$ cat src/rtl/rsa_mm_reader.sv
// Avalon-MM pipelined read engine: fetches a run of DATA_W-bit words and replays them in order on a valid/ready stream.
// Optional waitrequest stall counter enabled by defining RSA_MM_READER_STALL_CNT_EN.
module rsa_mm_reader #(
    parameter int ADDR_W     = 32,
    parameter int DATA_W     = 256,
    parameter int LEN_W      = 16,
    parameter int FIFO_DEPTH = 8
) (
    input  logic              clk,
    input  logic              reset,
    input  logic              start,
    input  logic [ADDR_W-1:0] base_addr,
    input  logic [LEN_W-1:0]  len,
    input  logic              abort,
    output logic              busy,
    output logic              done,
    output logic              aborted,
    output logic [ADDR_W-1:0] avm_address,
    output logic              avm_read,
    input  logic              avm_waitrequest,
    input  logic [DATA_W-1:0] avm_readdata,
    input  logic              avm_readdatavalid,
    output logic [DATA_W-1:0] st_data,
    output logic              st_valid,
    input  logic              st_ready,
    output logic [31:0]       stall_cycles
);
    localparam int PTR_W     = $clog2(FIFO_DEPTH);
    localparam int CNT_W     = PTR_W + 1;
    localparam int SUM_W     = CNT_W + 1;
    localparam int STRIDE_SH = $clog2(DATA_W / 8);

    typedef enum logic [1:0] {S_IDLE, S_ISSUE, S_DRAIN, S_DONE} state_t;

    state_t            state;
    logic [ADDR_W-1:0] base_q;
    logic [LEN_W-1:0]  len_q;
    logic [LEN_W-1:0]  issued;
    logic [LEN_W-1:0]  received;
    logic [CNT_W-1:0]  outstanding;
    logic              aborting;
    logic [DATA_W-1:0] mem [FIFO_DEPTH];
    logic [PTR_W-1:0]  wr_ptr;
    logic [PTR_W-1:0]  rd_ptr;
    logic [CNT_W-1:0]  fifo_count;

    logic              accept;
    logic              abort_now;
    logic              kill;
    logic              push;
    logic              pop;
    logic [LEN_W-1:0]  issued_next;
    logic [CNT_W-1:0]  outstanding_next;
    logic [CNT_W-1:0]  count_next;
    logic [SUM_W-1:0]  credit_used;
    logic              can_issue;

    // Once cancelled, returning words are dropped and the FIFO is held empty until DONE.
    assign accept           = avm_read & ~avm_waitrequest;
    assign abort_now        = abort & ((state == S_ISSUE) | (state == S_DRAIN));
    assign kill             = abort_now | aborting;
    assign push             = avm_readdatavalid & ~kill;
    assign pop              = st_valid & st_ready & ~kill;
    assign issued_next      = issued + LEN_W'(accept);
    assign outstanding_next = outstanding + CNT_W'(accept) - CNT_W'(avm_readdatavalid);
    assign count_next       = kill ? '0 : fifo_count + CNT_W'(push) - CNT_W'(pop);
    assign credit_used      = SUM_W'(count_next) + SUM_W'(outstanding_next);
    assign can_issue        = (state == S_ISSUE) && !kill && (issued_next < len_q)
                              && (credit_used < SUM_W'(FIFO_DEPTH));

    assign st_valid = (fifo_count != '0);
    assign st_data  = st_valid ? mem[rd_ptr] : '0;

    always_ff @(posedge clk) begin
        if (push) mem[wr_ptr] <= avm_readdata;
    end

    always_ff @(posedge clk or negedge reset) begin
        if (!reset) begin
            state       <= S_IDLE;
            base_q      <= '0;
            len_q       <= '0;
            issued      <= '0;
            received    <= '0;
            outstanding <= '0;
            aborting    <= 1'b0;
            wr_ptr      <= '0;
            rd_ptr      <= '0;
            fifo_count  <= '0;
            avm_read    <= 1'b0;
            avm_address <= '0;
            busy        <= 1'b0;
            done        <= 1'b0;
            aborted     <= 1'b0;
        end else begin
            issued      <= issued_next;
            outstanding <= outstanding_next;
            received    <= received + LEN_W'(avm_readdatavalid);
            fifo_count  <= count_next;
            if (kill) begin
                wr_ptr <= '0;
                rd_ptr <= '0;
            end else begin
                if (push) wr_ptr <= wr_ptr + 1'b1;
                if (pop)  rd_ptr <= rd_ptr + 1'b1;
            end

            // A stalled request keeps read and address frozen, abort or not.
            if (avm_read && avm_waitrequest) begin
                avm_read <= 1'b1;
            end else if (state == S_IDLE && start && len != '0) begin
                avm_read    <= 1'b1;
                avm_address <= base_addr;
            end else if (can_issue) begin
                avm_read    <= 1'b1;
                avm_address <= base_q + (ADDR_W'(issued_next) << STRIDE_SH);
            end else begin
                avm_read <= 1'b0;
            end

            case (state)
                S_IDLE: begin
                    if (start) begin
                        base_q   <= base_addr;
                        len_q    <= len;
                        issued   <= '0;
                        received <= '0;
                        aborting <= 1'b0;
                        busy     <= 1'b1;
                        if (len != '0) begin
                            state <= S_ISSUE;
                        end else begin
                            state <= S_DONE;
                            done  <= 1'b1;
                        end
                    end
                end
                S_ISSUE, S_DRAIN: begin
                    if (abort_now) aborting <= 1'b1;
                    if (kill) begin
                        if (outstanding == '0 && !avm_read) begin
                            state   <= S_DONE;
                            done    <= 1'b1;
                            aborted <= 1'b1;
                        end
                    end else if (state == S_ISSUE) begin
                        if (issued == len_q) state <= S_DRAIN;
                    end else if (outstanding == '0 && received == len_q && fifo_count == '0) begin
                        state <= S_DONE;
                        done  <= 1'b1;
                    end
                end
                S_DONE: begin
                    state    <= S_IDLE;
                    done     <= 1'b0;
                    aborted  <= 1'b0;
                    busy     <= 1'b0;
                    aborting <= 1'b0;
                end
                default: state <= S_IDLE;
            endcase
        end
    end

    assert property (@(posedge clk) disable iff (!reset) !(push && fifo_count == CNT_W'(FIFO_DEPTH)));

`ifdef RSA_MM_READER_STALL_CNT_EN
    logic [31:0] stall_q;

    always_ff @(posedge clk or negedge reset) begin
        if (!reset) begin
            stall_q <= '0;
        end else if (state == S_IDLE && start) begin
            stall_q <= '0;
        end else if (avm_read && avm_waitrequest && stall_q != '1) begin
            stall_q <= stall_q + 1'b1;
        end
    end

    assign stall_cycles = stall_q;
`else
    assign stall_cycles = '0;
`endif

endmodule

$ cat config.mk
export PLATFORM = sky130hd
export DESIGN_NAME = rsa_mm_reader
export DESIGN_NICKNAME = d
export VERILOG_FILES = /design/src/rtl/rsa_mm_reader.sv
export SDC_FILE = /design/constraint.sdc
export NUM_CORES = 2
export LEC_CHECK = 0
export ABC_AREA = 1
export BUFFER_PORTS_ARGS = -buffer_cell sky130_fd_sc_hd__buf_2
export CAP_MARGIN = 25
export CORE_ASPECT_RATIO = 0.9
export CORE_MARGIN = 2
export CORE_UTILIZATION = 60
export DETAILED_ROUTE_END_ITERATION = 8
export PLACE_DENSITY = 0.8
export SYNTH_ARGS = -nofsm -noshare
export SYNTH_HDL_FRONTEND = slang
export SYNTH_SLANG_ARGS = --single-unit
$ cat constraint.sdc
create_clock -name clk -period 15.5 [get_ports clk]
set_clock_uncertainty 0.1 [all_clocks]
set_input_delay 0.775 -clock clk [delete_from_list [all_inputs] [get_ports clk]]
set_output_delay 0.775 -clock clk [all_outputs]
set_load 0.01 [all_outputs]
## After elaboration in Yosys (flattened, before gate mapping)

Memory sizes are Yosys's and may differ from the RTL's.
Cells that the tools add are included.

- Bits of input ports: 311
- Bits in read-only memories: 0
- Memories: 1
- Latch bits: 0
- Memory bits (writable): 2048
- Register bits: 133
- Output and inout port bits: 325
- Word-level logic and storage cells: 121

- Bitwise gates (word level): 10
- Multiply operators: 0
- Mux-type cells: 39
- Shift-type cells: 0
- $add $sub $neg: 10
- Div/mod/pow operators: 0
- Equality and inequality tests: 15
- Reduce and logical (&&, ||, !) cells: 29
- Magnitude comparators: 2

Memory list:

| memory | words | bits a word | rd ports | clocked after Yosys merged registers in | wr ports | RTL line | text |
|---|---|---|---|---|---|---|---|
| mem | 8 | 256 | 1 | 0 | 1 | 42 | `logic [DATA_W-1:0] mem [FIFO_DEPTH];` |

Operators by type and width:

| operator | count |
|---|---|
| $mux W256 | 1 |
| $mux W16 | 4 |
| $mux W32 | 2 |
| $add A16 B1 Y16 | 2 |
| $add A32 B21 Y32 | 1 |
| $eq A16 B16 Y1 | 2 |
| $lt A16 B16 Y1 | 1 |
| $reduce_bool A16 Y1 | 1 |
| $mux W1 | 15 |
| $mux W2 | 7 |
| $mux W3 | 4 |
| $ne A2 B2 Y1 const B | 5 |
| $reduce_bool A2 Y1 | 5 |
| $logic_and A1 B1 Y1 | 9 |
| $ne A3 B3 Y1 const B | 3 |
| $add A4 B1 Y4 | 2 |
| $logic_not A4 Y1 | 2 |
| $ne A4 B4 Y1 const B | 2 |
| $reduce_and A2 Y1 | 4 |
| $sub A4 B1 Y4 | 2 |
| $add A3 B1 Y3 const B | 2 |
| $pmux W1 S3 | 2 |
| $pmux W2 S3 | 1 |
| $add A4 B4 Y5 | 1 |
| other kinds (15) | 25 |

## Longest topological paths before layout

- Depth in word-level cells: 15
- Depth in mapped cells: 29
- Depth with buffers taken out: 28

## Worst setup path before layout

Ideal clock, no wire load.

- Path kind: register to register
- Start point: register state[0]
- End point: memory mem[0][0] (enable)
- Arrival: 11.942 ns
- Library setup time: 0.878 ns
- Buffers on the path: 0
- Period minus slack after synthesis: 12.921 ns
- Cell stages (with the launch flop): 8
- Required time: 14.522 ns
- Setup slack: 2.579 ns
- Path through: dfrtp_1 -> inv_1 -> ha_1 -> nand2_2 -> nand2_2 -> nor2_1 -> nand2_1 -> nor2_1

- Cells in the longest elaborated chain, start to end: 8
- Elaborated cells on any way between the ends: 9
- Those cells by class: 2 x eq/ne; 2 x mux; 5 x bitwise

Ends and longest elaborated chain:

| element | RTL line | text |
|---|---|---|
| start: declaration | 35 | `state_t state;` |
| start signal: assignment | 80 | `state <= S_IDLE;` |
| start signal: assignment | 131 | `state <= S_ISSUE;` |
| start signal: assignment | 133 | `state <= S_DONE;` |
| $eq A2 B1 Y1 / $eq A2 B2 Y1 (equally long branches) | 60 | `assign abort_now = abort & ((state == S_ISSUE) \| (state == S_DRAIN));` |
| $or A1 B1 Y1 * | 60 |  |
| $and A1 B1 Y1 * | 60 |  |
| $or A1 B1 Y1 * | 61 | `assign kill = abort_now \| aborting;` |
| $not A1 Y1 * | 62 | `assign push = avm_readdatavalid & ~kill;` |
| $and A1 B1 Y1 * | 62 |  |
| $mux W1 * | 75 | `if (push) mem[wr_ptr] <= avm_readdata;` |
| $mux W1 (not written as such) * | 75 |  |
| end: declaration | 42 |  |

Mark *: on every way between the ends. The rest lies on a longest branch, timed or not.

## Worst setup path in the final report

- Start point: register rd_ptr[0]
- End point: output port st_data[233]

- Cells in the longest elaborated chain, start to end: 2

Ends and longest elaborated chain:

| element | RTL line | text |
|---|---|---|
| start: declaration | 44 | `logic [PTR_W-1:0] rd_ptr;` |
| start signal: assignment | 105 | `if (pop) rd_ptr <= rd_ptr + 1'b1;` |
| $mem_v2 Z8 W256 | -- |  |
| $mux W256 | 72 | `assign st_data = st_valid ? mem[rd_ptr] : '0;` |
| end: declaration | 23 | `output logic [DATA_W-1:0] st_data,` |

Every way passes these cells.

==> flow_summary_export.csv <==
group,metric,value,unit
run_status,status,"complete, no violations",
layout,utilization,67.7,%
job,drv_cap,0,
drt,wl_met3,21300,um
synth,syn_inst,7089,
floorplan,dieArea,0.150,mm2
floorplan,ios,636,
placed_design,place_congestion,0.916,
floorplan,core,0.146,mm2
cts,clockBufferDepth,3,
drt,via_per_inst,6.04,
drt,drc,0,
drt,route.met2.wl,106000,um
synth,avgSynthCellArea,12.4,um2
cts,cts-resized-gates,0,
worst_setup_path,crit_start,"rd_ptr[0]$_DFFE_PN0P_",
placed_design,dp.cells,9261,
power,p_per_area,167,mW/mm2
cts,clk_latency,0.84,ns
drt,wl_met1,83200,um
worst_hold_path,hold_start,"avm_readdata[18]",
timing,hold_viol_final,0,
worst_setup_path,path_buf_inv,4,
worst_setup_path,arrival,5.12,ns
cts,cts_max_level,4,
worst_hold_path,hold_path_class,"in2reg",
drt,num_vias,58600,
drt,wl_per_cell,22.5,um
worst_setup_path,start_kind,"flop",
cts,clock-sinks,2181,
worst_setup_path,worstSetupEndpointType,"output pin",
worst_setup_path,cpPeakStageDelay,0.89,ns
cts,cts_tree,"built",
global_route,track_usage,28.2,%
cts,cts_made_buffers,207,
worst_setup_path,crit_fanout,198,
global_route,grt_pass1_wl,327000,um
worst_setup_path,slowest_stage,"dfrtp_4",
synth,yosysUniqueCellTypes,40,
drt,drtAntennaViolNets,0,
floorplan,die_y,367,um
synth,seq_area_frac_synth,73.7,%
drt,drtPass1Iterations,8,
global_route,antenna_found_initial,78,
worst_setup_path,crit_type,"reg2out",
timing,min_period_over_period,38.7,%
drt,top_layer_used,"met5",
cts,cts_root_buf,"clkbuf_16",
timing,rsz0062_at_grt,"false",
drt,drtIter0Drc,7195,
layout,final_common_cell,"edfxtp_1",
synth,ys_seq_elements,2181,
placed_design,portBuffers,603,
layout,final_cell_mix,"2048 x edfxtp_1, 1621 x nor2_1, 1145 x o21ai_0",
synth,syn_area,0.0880,mm2
timing,slew_headroom,21.6,%
floorplan,chipWidth,408,um
floorplan,initial_utilization,60.3,%
timing,period_minus_slack,6.00,ns
timing,worstMarginPinSlew,1.18,ns
timing,setup_viol_count_final,0,
global_route,grt-ovfl-total,0,
global_route,grt_pass1_vias,56200,
layout,final_cells,9695,
synth,ys_warn_count,0,
layout,drive_gt1_share,13.1,%
worst_setup_path,worstPathCellList,"buf_12, buf_4, buf_4, o21ai_0, o22ai_1, o21ai_1, a31oi_1, buf_2",
timing,slew_viol_final,0,
placed_design,dp_hpwl,114000,um
power,peakVddDrop,0.000152,V
worst_setup_path,r2r_start,"state[0]$_DFFE_PN0P_",
worst_setup_path,critPathTopFamily,"buffers and inverters",
worst_setup_path,cpMostUsedCell,"buf_4",
timing,fin_setup_tns,0,ns
layout,syn_to_final_growth,12.2,%
floorplan,row_count,133,
timing,clock.fmax,167,MHz
drt,routed_wl,218000,um
global_route,grt_max_degree,305,
layout,fin_nets,7886,
power,power,16.5,mW
cts,clkTransAtPathRegs,0.07,ns
worst_setup_path,cp.required,14.62,ns
power,p_leak,35.2,nW
worst register-to-register path: cells and delay by family, from the launching register on:
kind	cells	cell delay, ns
fa+ha+maj	1	0.38
flops	1	0.40
buf+inv	4	2.62
simple gates	5	1.01
cell families after synthesis:
logic type	Yosys count	share of synthesized area [%]
mux	1	0.0114
flops	2181	73.7
other cells	1	0.00426
compound gates	1918	11.7
fa+ha+maj	57	0.836
buf+inv	696	3.67
simple gates	2190	9.65
xor+xnor	45	0.448
timing repair:
item / in CTS / in global routing
hold buffers: 1 / 0
endpoints found under the setup margin: 0 / 0
buffers inserted: 0 / 0
endpoints found under the hold margin: 85 / 0
flip-flops by register name, indices dropped and copies added (netlist names):
| name | cells |
|---|---|
| received | 16 |
| aborting | 1 |
| avm_address | 32 |
| done | 1 |
| state | 2 |
| avm_read | 1 |
| rd_ptr | 3 |
| mem | 2048 |
| wr_ptr | 3 |
| fifo_count | 4 |
| busy | 1 |
| len_q | 16 |
| outstanding | 4 |
| issued | 16 |
| aborted | 1 |
| base_q | 32 |
synthesized netlist by cell type, drive strengths merged:
cell type	n	area share (%)
buf	228	1.7
ha	54	0.77
nand3	65	0.39
fa	3	0.068
dfrtp	133	3.8
nor3	22	0.14
clkbuf	254	1.1
o21ai	1369	7.8
o21a	1	0.0085
a21o	2	0.017
conb	1	0.0043
xnor2	17	0.17
inv	214	0.92
and2	1	0.0071
o22ai	257	1.8
xor2	28	0.28
a31oi	256	1.8
nor2	1636	7.0
nand3b	5	0.043
a21oi	31	0.19
mux2i	1	0.011
a21boi	1	0.0085
o21bai	1	0.0085
nand4	20	0.14
or2	5	0.036
edfxtp	2048	70
nand2	436	1.9
layer usage:
metal	up-vias	track usage, %
li1	26400	-
met1	28500	37.6
met2	3112	45.4
met3	504	6.23
met4	54	11.9
met5	-	0
through the flow:
step | cell area [um2] | hold WS, ns | worst slack (ns)
after floorplan | 88100 | 0.353 | 2.58
after global placement | 91900 | 0.366 | 10.58
after detailed placement | 91900 | 0.361 | 10.49
after CTS | 98500 | 0.00694 | 9.54
after global routing | 98700 | 0.0309 | 9.28
final | 98700 | 0.0636 | 9.50
where the power goes:
part	total (mW)	switching, mW	internal (mW)	leakage [nW]
Clock	4.90	2.24	2.66	3.20
Sequential	7.18	0.214	6.97	20.2
Combinational	4.44	3.09	1.35	11.8
final cells by class:
class | count | area, um2
sequential | 2181 | 64800
timing repair buffer | 671 | 3770
fill | 9768 | 47100
multi-input combinational | 4243 | 20100
clock inverter | 132 | 1210
tap | 1957 | 2450
clock buffer | 251 | 5400
antenna | 46 | 115
inverter | 214 | 853
final timing paths:
path,to,slack [ns],cells after the start
max in group asynchronous,rd_ptr[0]$_DFFE_PN0P_,13.57,3
setup / recovery,st_data[233],9.50,8
hold / removal,mem[6][18]$_DFFE_PP_,0.06,1
min in group asynchronous,avm_address[20]$_DFFE_PN0P_,0.51,2
hold reg to reg,avm_address[0]$_DFFE_PN0P_,0.37,2
setup reg to reg,mem[4][244]$_DFFE_PP_,10.60,10
(Power assumes the default switching activity.)
